`src/rtl/serial_adder_ctrl.sv`:
```
`default_nettype none
// ============================================================================
// Module      : serial_adder_ctrl (with the shared 1-bit full adder 'adder')
// Description : Bit-serial add/subtract controller. One bit per clock, LSB
//               first, carry held in a flop between bits. start/busy/done
//               handshake, registered result, carry-out and signed overflow.
// Revision    : 1.0 - initial release
// ============================================================================

// Single-bit full adder, time-shared by the controller below.
module adder (
  input  logic a,
  input  logic b,
  input  logic c,
  output logic sum,
  output logic carry
);
  assign sum   = a ^ b ^ c;
  assign carry = (a & b) | (c & (a ^ b));
endmodule

module serial_adder_ctrl #(
  parameter int WIDTH = 8
) (
  input  logic             clk,
  input  logic             rst,
  input  logic             start,
  input  logic             sub,
  input  logic [WIDTH-1:0] op_a,
  input  logic [WIDTH-1:0] op_b,
  output logic             busy,
  output logic             done,
  output logic [WIDTH-1:0] result,
  output logic             cout,
  output logic             overflow
);
  localparam int CNT_W = (WIDTH > 1) ? $clog2(WIDTH) : 1;

  typedef enum logic [1:0] {
    S_IDLE = 2'd0,
    S_RUN  = 2'd1,
    S_DONE = 2'd2
  } state_t;

  state_t             r_state;
  state_t             w_state_nxt;
  logic [WIDTH-1:0]   r_a_sh;
  logic [WIDTH-1:0]   r_b_sh;
  logic [WIDTH-1:0]   r_s_sh;
  logic               r_carry;
  logic [CNT_W-1:0]   r_cnt;
  logic               w_sum;
  logic               w_carry;
  logic               w_last;
  logic [WIDTH-1:0]   w_s_next;

  // The adder always sees the current LSBs and the carry of the previous bit.
  adder u_adder (
    .a     (r_a_sh[0]),
    .b     (r_b_sh[0]),
    .c     (r_carry),
    .sum   (w_sum),
    .carry (w_carry)
  );

  assign w_last   = (r_cnt == CNT_W'(WIDTH - 1));
  assign w_s_next = {w_sum, r_s_sh[WIDTH-1:1]};

  // State register.
  always_ff @(posedge clk) begin
    if (rst) begin
      r_state <= S_IDLE;
    end else begin
      r_state <= w_state_nxt;
    end
  end

  // Next-state and handshake outputs; start is only honoured in IDLE.
  always_comb begin
    w_state_nxt = r_state;
    busy        = 1'b0;
    done        = 1'b0;
    case (r_state)
      S_IDLE: begin
        if (start) begin
          w_state_nxt = S_RUN;
        end
      end
      S_RUN: begin
        busy = 1'b1;
        if (w_last) begin
          w_state_nxt = S_DONE;
        end
      end
      S_DONE: begin
        done        = 1'b1;
        w_state_nxt = S_IDLE;
      end
      default: begin
        w_state_nxt = S_IDLE;
      end
    endcase
  end

  // Datapath: operand capture, bit-serial shifting, and result/flag update
  // on the final bit. Subtraction is A + ~B with carry-in 1.
  always_ff @(posedge clk) begin
    if (rst) begin
      r_a_sh   <= '0;
      r_b_sh   <= '0;
      r_s_sh   <= '0;
      r_carry  <= 1'b0;
      r_cnt    <= '0;
      result   <= '0;
      cout     <= 1'b0;
      overflow <= 1'b0;
    end else begin
      case (r_state)
        S_IDLE: begin
          if (start) begin
            r_a_sh  <= op_a;
            r_b_sh  <= sub ? ~op_b : op_b;
            r_carry <= sub;
            r_cnt   <= '0;
          end
        end
        S_RUN: begin
          r_a_sh  <= r_a_sh >> 1;
          r_b_sh  <= r_b_sh >> 1;
          r_s_sh  <= w_s_next;
          r_carry <= w_carry;
          r_cnt   <= r_cnt + CNT_W'(1);
          if (w_last) begin
            result   <= w_s_next;
            cout     <= w_carry;
            // carry into MSB xor carry out of MSB
            overflow <= r_carry ^ w_carry;
          end
        end
        default: begin
        end
      endcase
    end
  end

endmodule
`default_nettype wire

```
`config.mk`:
```
export PLATFORM = sky130hd
export DESIGN_NAME = serial_adder_ctrl
export DESIGN_NICKNAME = d
export VERILOG_FILES = /design/src/rtl/serial_adder_ctrl.sv
export SDC_FILE = /design/constraint.sdc
export NUM_CORES = 1
export LEC_CHECK = 0
export ABC_AREA = 1
export BUFFER_PORTS_ARGS = -buffer_cell sky130_fd_sc_hd__buf_2
export CAP_MARGIN = 40
export CORE_MARGIN = 5
export CORE_UTILIZATION = 58
export DETAILED_ROUTE_END_ITERATION = 8
export PLACE_DENSITY = 0.83
export SETUP_SLACK_MARGIN = 0.05
export SLEW_MARGIN = 0
export SYNTH_ARGS = -nofsm -noshare
export SYNTH_HDL_FRONTEND = slang
export SYNTH_SLANG_ARGS = --single-unit
```
`constraint.sdc`:
```
create_clock -name clk -period 2.3 [get_ports clk]
set_input_delay 0.345 -clock clk [delete_from_list [all_inputs] [get_ports clk]]
set_output_delay 0.345 -clock clk [all_outputs]
set_load 0.05 [all_outputs]
```
==> impl_results.html <==
<table>
<tr><th>Metric</th><th>Value</th></tr>
<tr><th colspan="2">Worst hold path</th></tr>
<tr><td>Start point of the worst hold path</td><td>op_a[7]</td></tr>
<tr><td>Hold path cells</td><td>3</td></tr>
<tr><td>Endpoint of the worst hold-timing path</td><td>r_a_sh[7]$_SDFFE_PP0P_</td></tr>
<tr><td>Hold WC Path Type</td><td>in2reg</td></tr>
<tr><th colspan="2">Global route</th></tr>
<tr><td>First-pass GRT wire length</td><td>6113 microns</td></tr>
<tr><td>Residual overflow from global routing</td><td>0</td></tr>
<tr><td>Largest net degree at the start of global routing</td><td>29</td></tr>
<tr><td>Vias in the first global route</td><td>1456</td></tr>
<tr><td>Antenna violations before repair</td><td>0</td></tr>
<tr><td>Overall global routing resource usage</td><td>18.77%</td></tr>
<tr><th colspan="2">Power and ir drop</th></tr>
<tr><td>Leakage power</td><td>1.024 nW</td></tr>
<tr><td>Portion of total power attributed to the clock network</td><td>31.1%</td></tr>
<tr><td>VDD IR-drop max</td><td>0.3575 mV</td></tr>
<tr><td>Switching power total</td><td>0.3325 mW</td></tr>
<tr><td>Share of power burned in registers</td><td>56.9%</td></tr>
<tr><td>Internal Pwr Total</td><td>0.9408 mW</td></tr>
<tr><td>Logic pwr share</td><td>12.0%</td></tr>
<tr><td>Power density relative to cell area</td><td>649.5 nW/um^2</td></tr>
<tr><td>Net switching fraction of the power</td><td>26.11%</td></tr>
<tr><th colspan="2">Route</th></tr>
<tr><td>1st-iter DRT viols</td><td>106</td></tr>
<tr><td>DRC viols</td><td>0</td></tr>
<tr><td>Via count</td><td>1606</td></tr>
<tr><td>Uppermost routed layer</td><td>met4</td></tr>
<tr><td>Routed wire length</td><td>3527 microns</td></tr>
<tr><td>Pre-Repair DR Iteration Count</td><td>4</td></tr>
<tr><td>Post-DR wirelength/cell</td><td>11.27 microns</td></tr>
<tr><td>Met1 wire length</td><td>1605 microns</td></tr>
<tr><td>Vias per Instance</td><td>5.131</td></tr>
<tr><td>Wire length on met2</td><td>1641 microns</td></tr>
<tr><td>Wire length on met3</td><td>205 microns</td></tr>
<tr><td>Number of nets with antenna violations after routing</td><td>0</td></tr>
<tr><th colspan="2">Synth</th></tr>
<tr><td>Biggest area contributors in the synthesized netlist</td><td>sky130_fd_sc_hd__dfxtp_1 (44%), sky130_fd_sc_hd__nand2_1 (13%), sky130_fd_sc_hd__nand3_1 (8.5%), sky130_fd_sc_hd__inv_1 (6.4%), sky130_fd_sc_hd__nor2_1 (5.8%)</td></tr>
<tr><td>Number of flops mapped to enable cells by yosys</td><td>0</td></tr>
<tr><td>Count of state elements after synthesis</td><td>39</td></tr>
<tr><td>Most used flip-flop cell after synthesis</td><td>sky130_fd_sc_hd__dfxtp_1</td></tr>
<tr><td>Post-Syn Area per Cell</td><td>7.009 sq um</td></tr>
<tr><td>Cell taking the most area after synthesis</td><td>sky130_fd_sc_hd__dfxtp_1</td></tr>
<tr><td>Area share of the largest cell type after synthesis</td><td>44.38%</td></tr>
<tr><td>Yosys warning count</td><td>0</td></tr>
<tr><td>Unique masters post-synth</td><td>22</td></tr>
<tr><td>Most common cell in the synthesized netlist</td><td>sky130_fd_sc_hd__nand2_1</td></tr>
<tr><td>Netlist area before placement</td><td>1759 sq um</td></tr>
<tr><td>Ranking of synthesized cells by instance count</td><td>sky130_fd_sc_hd__nand2_1 (63), sky130_fd_sc_hd__dfxtp_1 (39), sky130_fd_sc_hd__inv_1 (30), sky130_fd_sc_hd__nand3_1 (30), sky130_fd_sc_hd__nor2_1 (27)</td></tr>
<tr><td>Sequential-to-total area share from yosys stat</td><td>44.38%</td></tr>
<tr><td>Gate count of the mapped netlist</td><td>251</td></tr>
<tr><td>Share of flip-flops with an asynchronous set or reset after synthesis</td><td>0%</td></tr>
<tr><td>Synthesized net count</td><td>274</td></tr>
<tr><th colspan="2">Setup path</th></tr>
<tr><td>Largest delay share family, worst path</td><td>flip-flops</td></tr>
<tr><td>Worst R2R Start</td><td>r_cnt[0]$_SDFFE_PP0P_</td></tr>
<tr><td>Element type at the critical path end</td><td>primary output</td></tr>
<tr><td>Critical path startpoint category</td><td>register</td></tr>
<tr><td>Critical path cell sequence</td><td>nand2_4, inv_2, buf_2</td></tr>
<tr><td>Worst Reg-to-Reg Cells</td><td>7</td></tr>
<tr><td>Worst-path cell with the longest stage delay</td><td>sky130_fd_sc_hd__dfxtp_1</td></tr>
<tr><td>Maximum fanout along the worst path</td><td>17</td></tr>
<tr><td>Critical path start-end classification</td><td>reg2out</td></tr>
<tr><td>Arrival time at the worst endpoint</td><td>1.44 ns</td></tr>
<tr><td>Number of buffer and inverter instances along the worst setup path</td><td>2</td></tr>
<tr><td>Data required time of the worst path</td><td>1.96 ns</td></tr>
<tr><td>Max stage delay on crit path</td><td>0.49 ns</td></tr>
<tr><td>Setup slack on the worst flop-to-flop path</td><td>0.82 ns</td></tr>
<tr><td>Critical path depth in cells</td><td>3</td></tr>
<tr><td>RR Endpoint</td><td>cout$_SDFFE_PP0P_</td></tr>
<tr><th colspan="2">Die</th></tr>
<tr><td>Area enclosed by the die boundary</td><td>4235 sq um</td></tr>
<tr><td>Starting density of the core</td><td>59.08%</td></tr>
<tr><td>Die span in x</td><td>65.08 microns</td></tr>
<tr><td>Count of pins on the block boundary</td><td>32</td></tr>
<tr><td>Core area</td><td>2978 sq um</td></tr>
<tr><td>Die Ht</td><td>65.08 microns</td></tr>
<tr><td># rows</td><td>20</td></tr>
<tr><th colspan="2">Timing</th></tr>
<tr><td>Setup total negative slack</td><td>0 ns</td></tr>
<tr><td>Least-Margin Pin Slew</td><td>0.5398 ns</td></tr>
<tr><td>Total of endpoints with negative setup slack in the final report</td><td>0</td></tr>
<tr><td>Remaining max-slew budget at the tightest pin</td><td>63.88%</td></tr>
<tr><td>Final Skew</td><td>0.007047 ns</td></tr>
<tr><td>Max-slew violations</td><td>0</td></tr>
<tr><td>Clock period minus final worst setup slack</td><td>1.785 ns</td></tr>
<tr><td>Max Clock Freq</td><td>560.4 MHz</td></tr>
<tr><td>Part of the cycle the worst path needs</td><td>77.59%</td></tr>
<tr><td>Unrepaired setup endpoints after global routing</td><td>false</td></tr>
<tr><td>Hold violation total from the final report</td><td>0</td></tr>
<tr><th colspan="2">Outcome</th></tr>
<tr><td>Result of the run</td><td>completed</td></tr>
<tr><th colspan="2">Final layout</th></tr>
<tr><td>Area used by multi-input combinational logic</td><td>783.3 sq um</td></tr>
<tr><td>Net count of the finished layout</td><td>302</td></tr>
<tr><td>Area growth from synthesis to final layout</td><td>11.45%</td></tr>
<tr><td>Number of filler cells placed in the layout</td><td>284</td></tr>
<tr><td>Area of all sequential standard cells</td><td>780.7 sq um</td></tr>
<tr><td>Fraction of layout instances using a drive strength above 1</td><td>16.79%</td></tr>
<tr><td>Final antenna diode count</td><td>0</td></tr>
<tr><td>Final cell utilization of the core</td><td>65.84%</td></tr>
<tr><th colspan="2">Clock tree</th></tr>
<tr><td>TritonCTS clock tree</td><td>done</td></tr>
<tr><td>CTS root buf</td><td>sky130_fd_sc_hd__clkbuf_4</td></tr>
<tr><td>Number of H-tree levels</td><td>2</td></tr>
<tr><td>Quantity of gates resized following cts</td><td>0</td></tr>
<tr><td>Count of buffers added by post-CTS timing repair for setup</td><td>0</td></tr>
<tr><td>CTS sink cnt</td><td>39</td></tr>
<tr><td>Clock latency reported for the late side of the worst-skew pair</td><td>0.35 ns</td></tr>
<tr><td>Hold bufs inserted after CTS</td><td>0</td></tr>
<tr><td>Reg clk slew, reported paths</td><td>0.11 ns</td></tr>
<tr><td>Number of buffers created by CTS</td><td>5</td></tr>
<tr><td>Maximum clock path buffer count</td><td>2</td></tr>
<tr><th colspan="2">Run</th></tr>
<tr><td>Max-cap violation count</td><td>0</td></tr>
<tr><th colspan="2">Placed design</th></tr>
<tr><td>DP Wirelength</td><td>2375 microns</td></tr>
<tr><td>Final weighted congestion in routability-driven placement</td><td>0.8441</td></tr>
<tr><td>Number of buffers added on ports</td><td>31</td></tr>
</table>
## worst min-delay path, delay by kind of cell
family / cells / cell delay (ns)
compound gates: 1 / 0.06
buf+inv: 1 / 0.10
simple gates: 1 / 0.06
## registers in the layout, summed over array words and instances, names as in the netlist
register  flops
r_a_sh        8
r_b_sh        8
result        8
r_s_sh        7
r_cnt         3
r_state       2
cout          1
overflow      1
r_carry       1
## final cells by class
| type | count | area share (%) |
|---|---|---|
| Multi-Input combinational cell | 168 | 39.95 |
| Sequential cell | 39 | 39.82 |
| Timing Repair Buffer | 32 | 8.296 |
| Inverter | 33 | 6.318 |
| Clock buffer | 8 | 3.510 |
| Tap cell | 33 | 2.106 |
## metrics by stage
stage	hold slack [ns]	cell area, sq um	setup WS (ns)	total power, mW	instances
after global routing	0.2520	1961	0.4243	1.350	313
after CTS	0.2397	1961	0.5153	1.282	313
after detailed placement	0.4574	1892	0.8389	0.8909	305
after floorplan	0.4141	1759	0.8414	0.8532	251
after global placement	0.4454	1892	0.8737	0.8884	305
final	0.2534	1961	0.5155	1.273	313
## metal layers
| metal | vias up | track usage (%) |
|---|---|---|
| met1 | 726 | 22.23 |
| met4 | 0 | 8.290 |
| li1 | 842 | - |
| met2 | 31 | 31.03 |
| met5 | - | 0 |
| met3 | 7 | 5.893 |
## placed cells by master, fill, tap and decap left out, drive strengths merged
cell type | netlist | routed
nand2 | 66 | 66
dfxtp | 39 | 39
inv | 33 | 33
buf | 9 | 32
nand3 | 30 | 30
nor2 | 29 | 29
a21oi | 19 | 19
o21ai | 18 | 18
clkbuf | 2 | 8
ha | 2 | 2
xnor2 | 1 | 1
xor2 | 1 | 1
and3 | 1 | 1
fa | 1 | 1
## power groups by stage
| stage | Sequential [mW] | Clock, mW | Combinational (mW) |
|---|---|---|---|
| after global routing | 0.729 | 0.445 | 0.176 |
| final | 0.724 | 0.396 | 0.153 |
| after floorplan | 0.735 | 0 | 0.118 |
| after CTS | 0.724 | 0.404 | 0.154 |
| after global placement | 0.738 | 0 | 0.150 |
| after detailed placement | 0.739 | 0 | 0.152 |
## worst max-delay path by stage
stage	from	endpoint
after floorplan	r_state[1]$_SDFFE_PP0P_	done
after CTS	r_state[0]$_SDFFE_PP0P_	busy
after global routing	r_state[0]$_SDFFE_PP0P_	busy
after detailed placement	r_cnt[0]$_SDFFE_PP0P_	result[7]$_SDFFE_PP0P_
final	r_state[0]$_SDFFE_PP0P_	busy
after global placement	r_cnt[0]$_SDFFE_PP0P_	result[7]$_SDFFE_PP0P_
## kinds of logic (layout without fill, tap and decap cells)
logic type | count (synthesis) | after routing | share of synthesized area, %
and+or+nand+nor | 126 | 126 | 30.44
buffers and inverters | 44 | 73 | 11.10
DFF | 39 | 39 | 44.38
AOI/OAI and AO/OA | 37 | 37 | 10.53
adders and majority gates | 3 | 3 | 2.560
xor gates and xnor gates | 2 | 2 | 0.9959
No activity file was read; power rests on OpenSTA's default activity.
